`src/rtl/octal_sub_pkg.sv`:
```
// Shared types and sizing helpers for the bit-serial octal subtractor.
package octal_sub_pkg;

    typedef enum logic [1:0] {
        ST_IDLE = 2'd0,
        ST_SUB  = 2'd1,
        ST_FIX  = 2'd2,
        ST_DONE = 2'd3
    } sub_state_e;

    localparam int unsigned DIGITS_DEF = 4;

    // Three bits per octal digit.
    function automatic int unsigned width_f(input int unsigned digits);
        return 3 * digits;
    endfunction

    localparam int unsigned W_DEF     = 3 * DIGITS_DEF;
    localparam int unsigned CNT_W_DEF = $clog2(W_DEF + 1);

endpackage

```
`src/rtl/full_sub.sv`:
```
// One-bit full subtractor: diff = ain - bin - cin, borrow out when negative.
module full_sub (
    output logic borrow,
    output logic diff,
    input  logic ain,
    input  logic bin,
    input  logic cin
);
    // Pure combinational cell.
    always_comb begin
        diff   = ain ^ bin ^ cin;
        borrow = (~ain & bin) | (~(ain ^ bin) & cin);
    end
endmodule

```
`src/rtl/octal_serial_sub.sv`:
```
// Bit-serial |a - b| over octal-packed operands using one time-multiplexed
// full_sub cell, LSB first, with a registered borrow loop and a final
// two's-complement fix-up when the overall borrow indicates a < b.
module octal_serial_sub
    import octal_sub_pkg::*;
#(
    parameter int unsigned DIGITS = DIGITS_DEF
) (
    input  logic                       clk,
    input  logic                       rst,
    input  logic                       in_valid,
    output logic                       in_ready,
    input  logic [3*DIGITS-1:0]        a,
    input  logic [3*DIGITS-1:0]        b,
    output logic                       out_valid,
    input  logic                       out_ready,
    output logic [3*DIGITS-1:0]        diff,
    output logic                       neg,
    output logic                       zero
);
    localparam int unsigned W  = width_f(DIGITS);
    localparam int unsigned CW = $clog2(W + 1);
    localparam logic [CW-1:0] LAST = CW'(W - 1);

    sub_state_e    state_q, state_d;
    logic [W-1:0]  a_sr_q, a_sr_d;
    logic [W-1:0]  b_sr_q, b_sr_d;
    logic [W-1:0]  res_q, res_d;
    logic          borrow_q, borrow_d;
    logic [CW-1:0] cnt_q, cnt_d;
    logic          neg_q, neg_d;
    logic          zero_q, zero_d;

    logic          cell_diff, cell_borrow;
    logic [W-1:0]  fixed;

    full_sub u_cell (
        .borrow (cell_borrow),
        .diff   (cell_diff),
        .ain    (a_sr_q[0]),
        .bin    (b_sr_q[0]),
        .cin    (borrow_q)
    );

    // Magnitude correction: negate the raw difference when it wrapped.
    assign fixed = borrow_q ? (~res_q + W'(1)) : res_q;

    // Next-state and datapath sequencing.
    always_comb begin
        state_d  = state_q;
        a_sr_d   = a_sr_q;
        b_sr_d   = b_sr_q;
        res_d    = res_q;
        borrow_d = borrow_q;
        cnt_d    = cnt_q;
        neg_d    = neg_q;
        zero_d   = zero_q;
        unique case (state_q)
            ST_IDLE: begin
                if (in_valid) begin
                    a_sr_d   = a;
                    b_sr_d   = b;
                    borrow_d = 1'b0;
                    cnt_d    = '0;
                    state_d  = ST_SUB;
                end
            end
            ST_SUB: begin
                a_sr_d   = a_sr_q >> 1;
                b_sr_d   = b_sr_q >> 1;
                res_d    = {cell_diff, res_q[W-1:1]};
                borrow_d = cell_borrow;
                cnt_d    = cnt_q + CW'(1);
                if (cnt_q == LAST) state_d = ST_FIX;
            end
            ST_FIX: begin
                res_d   = fixed;
                neg_d   = borrow_q;
                zero_d  = (fixed == '0);
                state_d = ST_DONE;
            end
            ST_DONE: begin
                if (out_ready) state_d = ST_IDLE;
            end
            default: state_d = ST_IDLE;
        endcase
    end

    // State and datapath registers; reset dominates any handshake.
    always_ff @(posedge clk) begin
        if (rst) begin
            state_q  <= ST_IDLE;
            a_sr_q   <= '0;
            b_sr_q   <= '0;
            res_q    <= '0;
            borrow_q <= 1'b0;
            cnt_q    <= '0;
            neg_q    <= 1'b0;
            zero_q   <= 1'b0;
        end else begin
            state_q  <= state_d;
            a_sr_q   <= a_sr_d;
            b_sr_q   <= b_sr_d;
            res_q    <= res_d;
            borrow_q <= borrow_d;
            cnt_q    <= cnt_d;
            neg_q    <= neg_d;
            zero_q   <= zero_d;
        end
    end

    assign in_ready  = (state_q == ST_IDLE);
    assign out_valid = (state_q == ST_DONE);
    assign diff      = res_q;
    assign neg       = neg_q;
    assign zero      = zero_q;

endmodule
```
`config.mk`:
```
export PLATFORM = sky130hd
export DESIGN_NAME = octal_serial_sub
export DESIGN_NICKNAME = d
export VERILOG_FILES = /design/src/rtl/octal_sub_pkg.sv /design/src/rtl/full_sub.sv /design/src/rtl/octal_serial_sub.sv
export SDC_FILE = /design/constraint.sdc
export NUM_CORES = 1
export LEC_CHECK = 0
export BUFFER_PORTS_ARGS = -buffer_cell sky130_fd_sc_hd__buf_2
export CAP_MARGIN = 20
export CORE_ASPECT_RATIO = 1.75
export CORE_MARGIN = 4
export CORE_UTILIZATION = 43
export DETAILED_ROUTE_END_ITERATION = 16
export PLACE_DENSITY_LB_ADDON = 0.08
export SLEW_MARGIN = 20
export SYNTH_ARGS = -nofsm -noshare
export SYNTH_HDL_FRONTEND = slang
export SYNTH_SLANG_ARGS = --single-unit
```
`constraint.sdc`:
```
create_clock -name clk -period 2.2 [get_ports clk]
set_input_delay 0.11 -clock clk [delete_from_list [all_inputs] [get_ports clk]]
set_output_delay 0.11 -clock clk [all_outputs]
set_load 0.01 [all_outputs]
```
# ---- Yosys cells after proc, flatten, opt, wreduce, memory -nomap -nowiden
# Cells that the tools add are included.
dict set report totals {
  output_inout_bits 16
  rom_bits 0
  input_bits 28
  elab_cells 45
  ram_bits 0
  register_bits 45
  latchBits 0
  n_memories 0
}
dict set report op_classes {
  n_lt_le_gt_ge 0
  div_mod_pow 0
  multipliers 0
  n_eq_ne 7
  bitwise_logic 8
  n_shift 0
  add_sub_neg 2
  mux 14
  n_reduce_logical 6
}
# operator n
set op_table {}
lappend op_table {{$pmux W12 S2} 3}
lappend op_table {{$mux W12} 3}
lappend op_table {{$add A12 B1 Y12 const B} 1}
lappend op_table {{$logic_not A12 Y1} 1}
lappend op_table {{$not A12 Y12} 1}
lappend op_table {{$pmux W2 S4} 1}
lappend op_table {{$pmux W4 S2} 1}
lappend op_table {{$mux W2} 3}
lappend op_table {{$add A4 B1 Y4 const B} 1}
lappend op_table {{$eq A2 B2 Y1 const B} 2}
lappend op_table {{$eq A4 B4 Y1 const B} 1}
lappend op_table {{$mux W4} 1}
lappend op_table {{$ne A2 B2 Y1 const B} 2}
lappend op_table {{$reduce_bool A2 Y1} 2}
lappend op_table {{$reduce_and A3 Y1} 1}
lappend op_table {{$and A1 B1 Y1} 2}
lappend op_table {{$eq A2 B1 Y1 const B} 1}
lappend op_table {{$logic_not A2 Y1} 1}
lappend op_table {{$ne A2 B1 Y1 const B} 1}
lappend op_table {{$not A1 Y1} 2}
lappend op_table {{$pmux W1 S2} 1}
lappend op_table {{$reduce_and A2 Y1} 1}
lappend op_table {{$xor A1 B1 Y1} 2}
lappend op_table {{$mux W1} 1}
lappend op_table {{$or A1 B1 Y1} 1}

# ---- Longest topological paths before layout
dict set report depth {
  depth_word 5
  ltp_mapped 8
  ltp_nobuf 7
}

# ---- Cells and area by module
# A second synthesis with hierarchy kept.
dict set report unflattened {
  cells_unflattened 310
  area_unflattened_um2 2549.9
}
# module n_inst area_per_inst_um2 cells_each seq_area_each_um2
set modules_own_cells {}
lappend modules_own_cells {octal_serial_sub 1 2518.7 306 900.9}
lappend modules_own_cells {full_sub 1 31.3 4 0.0}

# ---- Least setup slack after synthesis
# No wires, ideal clock.
dict set report synth_timing {
  kind {register -> register}
  startpoint {reg res_q[7], in the netlist diff[7]}
  endpoint {reg zero_q, in the netlist zero}
  slack_ns 0.323
  period_less_slack_ns 1.877
  required_ns 2.116
  arrival_time_ns 1.792
  setup_ns 0.084
  stages_incl_launch_ff 8
  path_buffers 2
  path_cell_list {dfxtp_1 buf_6 or4_4 buf_6 a221oi_2 and4_1 nand3_1 o31ai_2}
}
dict set report synth_between {
  elab_chain_cells 4
}
# element line_no
set synth_lines {}
lappend synth_lines {{start: declaration} octal_serial_sub.sv:28} ;# logic [W-1:0] res_q, res_d;
lappend synth_lines {{start signal: assignment} octal_serial_sub.sv:104} ;# res_q <= res_d;
lappend synth_lines {{$not A12 Y12} octal_serial_sub.sv:46} ;# assign fixed = borrow_q ? (~res_q + W'(1)) : res_q;
lappend synth_lines {{$add A12 B1 Y12} octal_serial_sub.sv:46}
lappend synth_lines {{$mux W12 *} octal_serial_sub.sv:46}
lappend synth_lines {{$logic_not A12 Y1 *} octal_serial_sub.sv:79} ;# zero_d = (fixed == '0);
lappend synth_lines {{end signal: assignment} octal_serial_sub.sv:108} ;# zero_q <= zero_d;
lappend synth_lines {{end: declaration} octal_serial_sub.sv:32} ;# logic zero_q, zero_d;
# Mark *: on every way between the ends. The rest lies on a longest branch, timed or not.
# A chain may end at the register's enable or synchronous reset.

# ---- Final worst setup path
dict set report layout_timing {
  startpoint {reg res_q[3], in the netlist diff[3]}
  endpoint {reg res_q[8], in the netlist diff[8]}
}
dict set report layout_between {
  elab_chain_cells 4
}
# element line_no
set layout_lines {}
lappend layout_lines {{$not A12 Y12} octal_serial_sub.sv:46}
lappend layout_lines {{$add A12 B1 Y12} octal_serial_sub.sv:46}
lappend layout_lines {{$mux W12} octal_serial_sub.sv:46}
lappend layout_lines {{$pmux W12 S2} octal_serial_sub.sv:58} ;# unique case (state_q)
# Every way passes these cells.

==> metrics.json <==
{
  "die_height_um": 110.0,
  "antenna_found_initial": 0,
  "post-route-worst-setup-slack_ns": 0.2471,
  "die_width_um": 66.30,
  "post_synth_mux_area_share_pct": 9.393,
  "num_io_pins": 44,
  "cts.clk_slew.worst_paths_ns": 0.10,
  "final-setup-viol-count": 0,
  "clkPwrFrac_pct": 13.2,
  "post_synth_and_or_nand_nor_area_fraction_pct": 19.47,
  "synth.largest_area_cell": "sky130_fd_sc_hd__dfxtp_1",
  "route.antenna.remaining_nets": 0,
  "timing.setup.critical_path_class": "reg -> reg",
  "drt_iter0_markers": 99,
  "slew_violations": 0,
  "initial_core_util_pct": 45.06,
  "switching_share_pct": 44.60,
  "filler_cell_count": 627,
  "synthesis.instances": 304,
  "power-per-cell-area_nw_per_um2": 1396,
  "worst_reg2reg_path_depth": 5,
  "worst_r2r_endpoint": "diff[8]",
  "synth_register_bits": 45,
  "startpoint_type": "flip-flop",
  "synth.cells.most_frequent": "sky130_fd_sc_hd__dfxtp_1 (45), sky130_fd_sc_hd__nor2_1 (41), sky130_fd_sc_hd__a211oi_1 (26), sky130_fd_sc_hd__mux2i_1 (24)",
  "ys_dominant_reg_cell": "sky130_fd_sc_hd__dfxtp_1",
  "static-leakage-power_nw": 1.204,
  "synth_adder_area_share_pct": 4.207,
  "post_cts_resized": 0,
  "die-area_sq_um": 7294,
  "syn_avg_cell_area_sq_um": 8.413,
  "period_share_pct": 88.77,
  "worst_hold_path.num_cells": 3,
  "slew_headroom_pct": 59.98,
  "clock_skew_ns": 0.008731,
  "switching_power_mw": 1.836,
  "synth_nets": 340,
  "met1Wirelength_um": 2422,
  "drive_above_1_share_pct": 21.47,
  "number_of_port_buffers": 43,
  "antenna_cells_inserted": 0,
  "final_nets": 375,
  "num_rows": 36,
  "xor_xnor_fraction_of_synth_area_pct": 1.370,
  "synth-compound-area-share_pct": 23.97,
  "finalWorstPathRequiredPeriod_ns": 1.953,
  "yosysMostFrequentCell": "sky130_fd_sc_hd__dfxtp_1",
  "ir_worst_vdd_mv": 0.8674,
  "max_freq_ghz": 0.5120,
  "drt_pre_antenna_iters": 4,
  "worstSkewPairLatency_ns": 0.30,
  "detail_route.drc_violations": 0,
  "rsz0062_at_grt": "false",
  "met3_length_um": 227,
  "number_of_global_route_vias_before_repair": 2150,
  "max_cap_viol_count": 0,
  "final.hold.worst_slack_ns": 0.1309,
  "total_met2_wirelength_after_detailed_routing_um": 3279,
  "max_fo_critical_path": 9,
  "synth.top_cell.area_share_pct": 35.23,
  "power.internal_mw": 2.280,
  "placement_setup_slack_ns": 0.2742,
  "worst-endpoint-arrival_ns": 2.12,
  "hpwl_um": 4400,
  "finalHoldViolations": 0,
  "register_area_share_after_synthesis_pct": 35.23,
  "cts.root.buffer_cell": "sky130_fd_sc_hd__clkbuf_8",
  "gpl.final_weighted_congestion": 0.8527,
  "syn-cell-area_sq_um": 2557,
  "share_seq_of_total_power_pct": 32.3,
  "post-route-util_pct": 51.96,
  "cts_tree": "yes",
  "cts_sinks": 45,
  "share_of_power_burned_in_combinational_logic_pct": 54.5,
  "hold-path-endpoint": "b_sr_q[7]",
  "vias": 2271,
  "hold_buffers": 0,
  "highest_routed_layer": "met4",
  "result_of_the_run": "finished clean",
  "cts_max_level": 2,
  "avgViaCountPerCell": 5.459,
  "regToRegSetupSlack_ns": 0.25,
  "yosysWarnings": 0,
  "placeable_core_area_sq_um": 5675,
  "cts_inserted_buffers": 5,
  "synth-edff-count": 0,
  "post_cts.repair.setup_buffers": 0,
  "globalRouteTotalUtil_pct": 17.71,
  "synth_cell_types": 49,
  "detail_route.wl_per_cell_um": 14.62,
  "grt_start_max_net_pins": 46,
  "required_ns": 2.37,
  "synth_top_family_by_area": "compound AO/OA/AOI/OAI gates",
  "flow.area_growth_from_synthesis_pct": 15.31,
  "globalRoute.totalOverflow": 0,
  "post_synth_main_area_contributors": "sky130_fd_sc_hd__dfxtp_1 (35%), sky130_fd_sc_hd__mux2i_1 (9.4%), sky130_fd_sc_hd__a211oi_1 (7.6%)",
  "fin_setup_tns_ns": 0,
  "ys_async_rst_share_pct": 0,
  "max_slew.worst_pin.slew_ns": 0.5940,
  "wire_length_of_the_first_global_routing_pass_um": 10120,
  "clock_tree.buffer_depth": 2,
  "min_from": "b[7]",
  "totalWireLength_um": 6080,
  "worstSetupEndpointType": "flip-flop",
  "crit-reg2reg-launch": "diff[3]",
  "worstHoldPathType": "in -> reg"
}
-- power by group through the flow --
stage / sequential, mW / clock [mW] / combinational [mW]
global placement: 1.34 / 0 / 2.23
floorplan: 1.30 / 0 / 1.75
finish: 1.33 / 0.543 / 2.24
CTS: 1.33 / 0.564 / 2.26
detailed placement: 1.35 / 0 / 2.25
global route: 1.37 / 0.594 / 2.53
-- layout make-up --
type	count	area, sq um	area share, %
inverter	11	41.29	1.400
multi-input combinational	221	1499	50.83
clock inverter	3	26.28	0.8910
tap	76	95.09	3.224
clock buffer	5	68.82	2.333
sequential	45	900.9	30.55
timing repair buffer	55	317.8	10.78
-- state kept, by name (all words and copies together), names as in the netlist, named ones only --
signal	cells
a_sr_q	12
b_sr_q	12
diff	11
cnt_q	4
state_q	2
borrow_q	1
neg	1
zero	1
-- per-stage QoR --
stage	power, mW	instances	cell area, sq um
final	4.116	416	2949
after global routing	4.496	416	2949
after CTS	4.162	416	2949
after detailed placement	3.609	408	2854
after global placement	3.578	408	2854
after floorplan	3.043	304	2557
-- routing by layer --
| metal | up-vias | track usage, % |
|---|---|---|
| met1 | 1052 | 19.57 |
| met4 | 0 | 5.669 |
| met3 | 10 | 3.245 |
| met2 | 44 | 33.26 |
| li1 | 1165 | - |
| met5 | - | 0 |
-- critical path, cell delays in order (launching register included) --
cell and delay (ns):
sky130_fd_sc_hd__dfxtp_1 0.39, sky130_fd_sc_hd__or4_1 0.72, sky130_fd_sc_hd__nor4b_2 0.36, sky130_fd_sc_hd__o21ai_0 0.11
sky130_fd_sc_hd__a21oi_1 0.17, sky130_fd_sc_hd__a211oi_1 0.07
-- how the worst max path moves through the flow --
stage,startpoint,to,slack (ns)
after floorplan,diff[7],zero,0.32
after global placement,diff[3],diff[11],0.30
after detailed placement,flip-flop,zero,0.27
after CTS,flip-flop,zero,0.25
after global routing,state_q[0],state_q[1],0.09
final,diff[3],diff[8],0.25
-- cells by family after synthesis --
group | Yosys count
adder cells (fa/ha/maj) | 8
buffers and inverters | 38
multiplexers | 24
flip-flops | 45
AO/OA/AOI/OAI | 85
XOR/XNOR | 4
AND/OR/NAND/NOR | 100
-- cell usage in the layout (no fill, tap or decap), drive strengths merged, types with 4 or more instances in the layout --
master and n:
o21ai 10, nor3 7, o31ai 5, clkbuf 5, buf 55, dfxtp 45
inv 12, a21oi 21, nand2 16, a211oi 27, mux2i 24, nand2b 7
nor2 41, ha 7, a21o 4, nand3 6, nor2b 9
Power figures use the tool's default switching activity.
